File: config.mk
export PLATFORM = sky130hd
export DESIGN_NAME = cycpuf_eval_ctrl
export DESIGN_NICKNAME = d
export VERILOG_FILES = /design/src/rtl/cycpuf_ctrl_pkg.sv /design/src/rtl/cycpuf_bit_vote.sv /design/src/rtl/cycpuf_eval_ctrl.sv
export SDC_FILE = /design/constraint.sdc
export NUM_CORES = 1
export LEC_CHECK = 0
export CAP_MARGIN = 15
export CORE_ASPECT_RATIO = 1.25
export CORE_MARGIN = 4
export CORE_UTILIZATION = 40
export CTS_CLUSTER_SIZE = 28
export DETAILED_ROUTE_END_ITERATION = 8
export PLACE_DENSITY = 0.69
export SETUP_SLACK_MARGIN = 0.2
export SKIP_LAST_GASP = 1
export SLEW_MARGIN = 10
export SYNTH_ARGS = -nofsm -noshare
export SYNTH_HDL_FRONTEND = slang
export SYNTH_SLANG_ARGS = --single-unit
File: constraint.sdc
create_clock -name clk -period 3.5 [get_ports clk]
set_input_delay 0.35 -clock clk [delete_from_list [all_inputs] [get_ports clk]]
set_output_delay 0.35 -clock clk [all_outputs]
set_load 0.02 [all_outputs]
File: src/rtl/cycpuf_ctrl_pkg.sv
// rtl/cycpuf_ctrl_pkg.sv - shared types and defaults for the cyclic BPUF evaluation controller
package cycpuf_ctrl_pkg;

    localparam int DEF_WIDTH      = 15;
    localparam int DEF_SETTLE_CYC = 8;
    localparam int DEF_NUM_EVAL   = 5;

    typedef enum logic [2:0] {
        IDLE,
        SETTLE,
        SAMPLE,
        VOTE,
        OUT
    } state_t;

    // Width of a per-bit ones counter able to hold 0..num_eval
    function automatic int vote_cnt_width(input int num_eval);
        return (num_eval < 1) ? 1 : $clog2(num_eval + 1);
    endfunction

endpackage

File: src/rtl/cycpuf_bit_vote.sv
// rtl/cycpuf_bit_vote.sv - per-bit ones counter with majority output; unanimity flag under CYCPUF_STABILITY_EN
module cycpuf_bit_vote #(
    parameter int NUM_EVAL = 5,
    parameter int CNT_W    = 3
) (
    input  logic i_clk,
    input  logic i_rst_n,
    input  logic i_clr,
    input  logic i_inc_en,
    input  logic i_bit,
`ifdef CYCPUF_STABILITY_EN
    output logic o_unstable,
`endif
    output logic o_major
);

    logic [CNT_W-1:0] r_ones;

    always_ff @(posedge i_clk) begin
        if (!i_rst_n) begin
            r_ones <= '0;
        end else if (i_clr) begin
            r_ones <= '0;
        end else if (i_inc_en && i_bit) begin
            r_ones <= r_ones + CNT_W'(1);
        end
    end

    assign o_major = (r_ones > CNT_W'(NUM_EVAL / 2));

`ifdef CYCPUF_STABILITY_EN
    assign o_unstable = (r_ones != '0) && (r_ones < CNT_W'(NUM_EVAL));
`endif

endmodule

File: src/rtl/cycpuf_eval_ctrl.sv
// rtl/cycpuf_eval_ctrl.sv - challenge/settle/sample/vote controller for the BPUF array; CYCPUF_STABILITY_EN adds rsp_unstable
module cycpuf_eval_ctrl
    import cycpuf_ctrl_pkg::*;
#(
    parameter int WIDTH      = DEF_WIDTH,
    parameter int SETTLE_CYC = DEF_SETTLE_CYC,
    parameter int NUM_EVAL   = DEF_NUM_EVAL
) (
    input  logic             clk,
    input  logic             rst_n,
    input  logic             chal_valid,
    output logic             chal_ready,
    input  logic [WIDTH-1:0] chal_data,
    output logic [WIDTH-1:0] puf_chal,
    input  logic [WIDTH-1:0] puf_resp,
    output logic             rsp_valid,
    input  logic             rsp_ready,
    output logic [WIDTH-1:0] rsp_data,
`ifdef CYCPUF_STABILITY_EN
    output logic [WIDTH-1:0] rsp_unstable,
`endif
    output logic             busy
);

    localparam int VCNT_W  = vote_cnt_width(NUM_EVAL);
    localparam int CYC_MAX = (SETTLE_CYC > NUM_EVAL) ? SETTLE_CYC : NUM_EVAL;
    localparam int CYC_W   = $clog2(CYC_MAX + 1);

    if ((NUM_EVAL < 1) || ((NUM_EVAL % 2) == 0) || (SETTLE_CYC < 1)) begin : g_bad_param
        $error("cycpuf_eval_ctrl: NUM_EVAL must be odd and >= 1, SETTLE_CYC must be >= 1");
    end

    state_t             r_state;
    state_t             w_state_nxt;
    logic [CYC_W-1:0]   r_cyc;
    logic [WIDTH-1:0]   r_puf_chal;
    logic [WIDTH-1:0]   r_rsp_data;
    logic               r_rsp_valid;
    logic               w_chal_fire;
    logic               w_clr;
    logic               w_inc;
    logic [WIDTH-1:0]   w_major;
`ifdef CYCPUF_STABILITY_EN
    logic [WIDTH-1:0]   r_rsp_unstable;
    logic [WIDTH-1:0]   w_unstable;
`endif

    assign chal_ready  = rst_n && (r_state == IDLE);
    assign w_chal_fire = chal_valid && chal_ready;

    always_ff @(posedge clk) begin
        if (!rst_n) begin
            r_state <= IDLE;
        end else begin
            r_state <= w_state_nxt;
        end
    end

    always_comb begin
        w_state_nxt = r_state;
        w_clr       = 1'b0;
        w_inc       = 1'b0;
        case (r_state)
            IDLE: begin
                if (w_chal_fire) begin
                    w_state_nxt = SETTLE;
                    w_clr       = 1'b1;
                end
            end
            SETTLE: begin
                if (r_cyc == '0) begin
                    w_state_nxt = SAMPLE;
                end
            end
            SAMPLE: begin
                w_inc = 1'b1;
                if (r_cyc == '0) begin
                    w_state_nxt = VOTE;
                end
            end
            VOTE: begin
                w_state_nxt = OUT;
            end
            OUT: begin
                if (rsp_ready) begin
                    w_state_nxt = IDLE;
                end
            end
            default: begin
                w_state_nxt = IDLE;
            end
        endcase
    end

    // r_cyc counts down the remaining cycles of SETTLE, then of SAMPLE
    always_ff @(posedge clk) begin
        if (!rst_n) begin
            r_cyc       <= '0;
            r_puf_chal  <= '0;
            r_rsp_data  <= '0;
            r_rsp_valid <= 1'b0;
        end else begin
            case (r_state)
                IDLE: begin
                    if (w_chal_fire) begin
                        r_puf_chal <= chal_data;
                        r_cyc      <= CYC_W'(SETTLE_CYC - 1);
                    end
                end
                SETTLE: begin
                    if (r_cyc == '0) begin
                        r_cyc <= CYC_W'(NUM_EVAL - 1);
                    end else begin
                        r_cyc <= r_cyc - CYC_W'(1);
                    end
                end
                SAMPLE: begin
                    if (r_cyc != '0) begin
                        r_cyc <= r_cyc - CYC_W'(1);
                    end
                end
                VOTE: begin
                    r_rsp_data  <= w_major;
                    r_rsp_valid <= 1'b1;
                end
                OUT: begin
                    if (rsp_ready) begin
                        r_rsp_valid <= 1'b0;
                    end
                end
                default: begin
                    r_rsp_valid <= 1'b0;
                end
            endcase
        end
    end

`ifdef CYCPUF_STABILITY_EN
    always_ff @(posedge clk) begin
        if (!rst_n) begin
            r_rsp_unstable <= '0;
        end else if (r_state == VOTE) begin
            r_rsp_unstable <= w_unstable;
        end
    end

    assign rsp_unstable = r_rsp_unstable;
`endif

    for (genvar gi = 0; gi < WIDTH; gi++) begin : g_bit
        cycpuf_bit_vote #(
            .NUM_EVAL (NUM_EVAL),
            .CNT_W    (VCNT_W)
        ) u_vote (
            .i_clk      (clk),
            .i_rst_n    (rst_n),
            .i_clr      (w_clr),
            .i_inc_en   (w_inc),
            .i_bit      (puf_resp[gi]),
`ifdef CYCPUF_STABILITY_EN
            .o_unstable (w_unstable[gi]),
`endif
            .o_major    (w_major[gi])
        );
    end

    assign puf_chal  = r_puf_chal;
    assign rsp_data  = r_rsp_data;
    assign rsp_valid = r_rsp_valid;
    assign busy      = (r_state != IDLE);

endmodule
==> run_results.csv <==
group,metric,value,unit
critical_path,path_delay_family,"buffers and inverters",
detailed_routing,drt_iter0_markers,79,
critical_path,worst-path-max-fanout,14,
placement,gp_congestion,0.700,
clock_tree,cts_root_buffer,"clkbuf_16",
sta,period_needed,2.10,ns
critical_path,worstReg2RegEnd,"g_bit[9].u_vote.r_ones[2]$_SDFFE_PP0P_",
critical_path,r2r_slack,1.49,ns
die,initial_core_util,0.415,
clock_tree,cts_buffer_depth,2,
sta,slew_headroom,0.613,
die,core_area,0.00927,mm2
critical_path,path_cells,"or3_1 -> clkdlybuf4s50_1",
yosys,netlist_area,0.00384,mm2
die,pin_count,67,
critical_path,cp.depth,2,
layout,mostFrequentLayoutCell,"dfxtp_1",
clock_tree,cts.repair.resized,0,
power_and_ir_drop,leakage,1.97,nW
detailed_routing,vias,2931,
yosys,synth_warnings,0,
clock_tree,cts_buffers,9,
sta,setup_viol,0,
sta,drv_slew,0,
hold_path,worstHoldStart,"puf_chal[10]$_SDFFE_PN0P_",
layout,nets,542,
power_and_ir_drop,powerDensity,547,mW/mm2
clock_tree,post_cts_buffers,0,
hold_path,hold_end,"puf_chal[10]$_SDFFE_PN0P_",
critical_path,reg2reg_depth,6,
layout,synthToLayoutAreaGrowth,26.3,%
status,status,"complete, no violations",
critical_path,endpoint_kind,"output pin",
global_route,grt_pass1_vias,2981,
power_and_ir_drop,total_power,2.66,mW
yosys,syn_nets,485,
yosys,synthArstFlopShare,0,
yosys,synth_top_flop_cell,"dfxtp_1",
detailed_routing,drc,0,
yosys,ys_seq_area_frac,0.432,
clock_tree,clk_latency,0.32,ns
critical_path,crit_path_top_delay_cell,"clkdlybuf4s50_1",
global_route,antenna_found_initial,0,
placement,numPortBuffers,66,
sta,rsz0062_at_grt,"false",
sta,fin_tns_setup,0,ns
run,maxCapViolations,0,
layout,num_antenna_cells,0,
detailed_routing,antenna_left,0,
sta,worstMarginPinSlew,0.581,ns
sta,fin_worst_skew,0.00510,ns
detailed_routing,viasPerCell,4.84,
global_route,overflow,0,
die,die_w,95.7,um
yosys,synth_edf_count,0,
clock_tree,tritoncts,"yes",
critical_path,startpoint_type,"flop",
global_route,grt_usage,0.140,
die,die_area,0.0113,mm2
layout,drive_gt1_frac,0.0643,
yosys,synth_cells,420,
yosys,avgSynthCellArea,9.15,um2
critical_path,cp.buffers_inverters,1,
detailed_routing,postRouteWirelength,7400,um
yosys,ys_ff_latch,83,
clock_tree,path_clk_slew,0.06,ns
detailed_routing,drtPass1Iterations,4,
critical_path,worstSetupPathType,"flop to output pin",
die,num_rows,39,
global_route,grt_pass1_wl,13000,um
placement,place_hpwl,5080,um
critical_path,crit_required,3.15,ns
sta,hold_viol_final,0,
clock_tree,clkSinkCount,83,
layout,layout_common_cells,"dfxtp_1, clkdlybuf4s50_1, nand2_1",
clock_tree,ctsHoldBuffers,0,
power_and_ir_drop,irDropWorstVdd,263,uV
sta,max_freq,477,MHz
critical_path,crit_arrival,1.75,ns
global_route,grt_max_degree,61,
die,die_h,118,um
critical_path,worstReg2RegStart,"r_state[2]$_SDFFE_PN0P_",
detailed_routing,wl_per_cell,12.2,um
clock_tree,htreeDepth,3,
critical_path,worstSetupStartpoint,"r_state[0]$_SDFFE_PN0P_",
sta,fin_crit_sh,0.599,
critical_path,max_stage_delay,0.54,ns
hold_path,hold_path_depth,2,
hold_path,hold_class,"flop to flop",
yosys,ys_types,38,
[layout make-up]
class | count | area [um2]
clock buffer | 10 | 229
clock inverter | 6 | 90.1
fill | 877 | 4420
inverter | 33 | 124
multi-input combinational | 279 | 1900
sequential | 83 | 1660
tap | 123 | 154
timing repair buffer | 71 | 698
[routing by layer]
| layer | vias to the layer above | GRT usage | share of wire |
|---|---|---|---|
| met4 | 0 | 0.0534 | 0.012 |
| met1 | 1328 | 0.176 | 0.47 |
| li1 | 1531 | - | - |
| met5 | - | 0 | 0 |
| met2 | 63 | 0.229 | 0.45 |
| met3 | 9 | 0.0320 | 0.058 |
[cell usage after synthesis (2+ instances only)]
library cell  count  area [um2]
nand2b_1          3        18.8
o221a_2           2        22.5
xor2_1           15         131
buf_6             4        45.0
nor3_1            4        20.0
inv_1            33         124
a21oi_1          34         170
a311oi_1         15         131
clkbuf_1          7        26.3
o21ai_0          20         100
ha_1             31         388
xnor2_1          15         131
nor2_1           30         113
nand2_1          61         229
buf_2             7        35.0
dfxtp_1          83        1660
buf_4             7        52.6
nand3_1          15        75.1
o211a_1          15         150
[report_power, final]
part           leakage [nW]  total [mW]  internal (mW)  switching [mW]
registers             0.673        1.11           1.03          0.0772
logic                  1.14       0.563          0.271           0.292
clock network         0.153       0.990          0.626           0.364
total                  1.97        2.66           1.93           0.733
[flip-flops by register name (all words and copies together) (netlist names)]
register             flops
rsp_valid                1
r_cyc                    4
puf_chal                15
rsp_data                15
r_state                  3
g_bit.u_vote.r_ones     45
[worst max-delay path by stage]
stage / slack (ns) / end
6_report: 1.40 / busy
5_1_grt: 1.29 / busy
3_5_place_dp: 1.14 / r_cyc[3]$_SDFFE_PN0P_
3_3_place_gp: 1.19 / r_cyc[3]$_SDFFE_PN0P_
4_1_cts: 1.39 / busy
2_1_floorplan: 2.03 / r_cyc[3]$_SDFFE_PN0P_
[cell families (layout without fill, tap and decap cells)]
group,count (synthesis),count (layout),share of synthesized area
adders and majority gates,31,31,0.101
xor gates and xnor gates,30,30,0.0684
buffers and inverters,58,120,0.0736
muxes,1,1,0.00293
AOI/OAI and AO/OA,91,91,0.165
DFF,83,83,0.432
and+or+nand+nor,126,126,0.157
[worst register-to-register path, stage by stage, from the launching register on]
cell and delay [ns]:
dfxtp_1 0.42, nand2b_4 0.22, nor4b_4 0.24, buf_4 0.30
nand2b_1 0.15, buf_4 0.43, nor2_1 0.12
[stage by stage]
stage	worst slack, ns	area [um2]	hold WS, ns	std cells	utilization
6_report	1.40	4860	0.458	605	0.524
3_5_place_dp	1.14	4540	0.453	589	0.489
5_1_grt	1.29	4860	0.491	605	0.524
2_1_floorplan	2.03	3840	0.458	420	-
3_3_place_gp	1.19	4540	0.444	589	0.489
4_1_cts	1.39	4860	0.462	605	0.524
(Power assumes the default switching activity.)
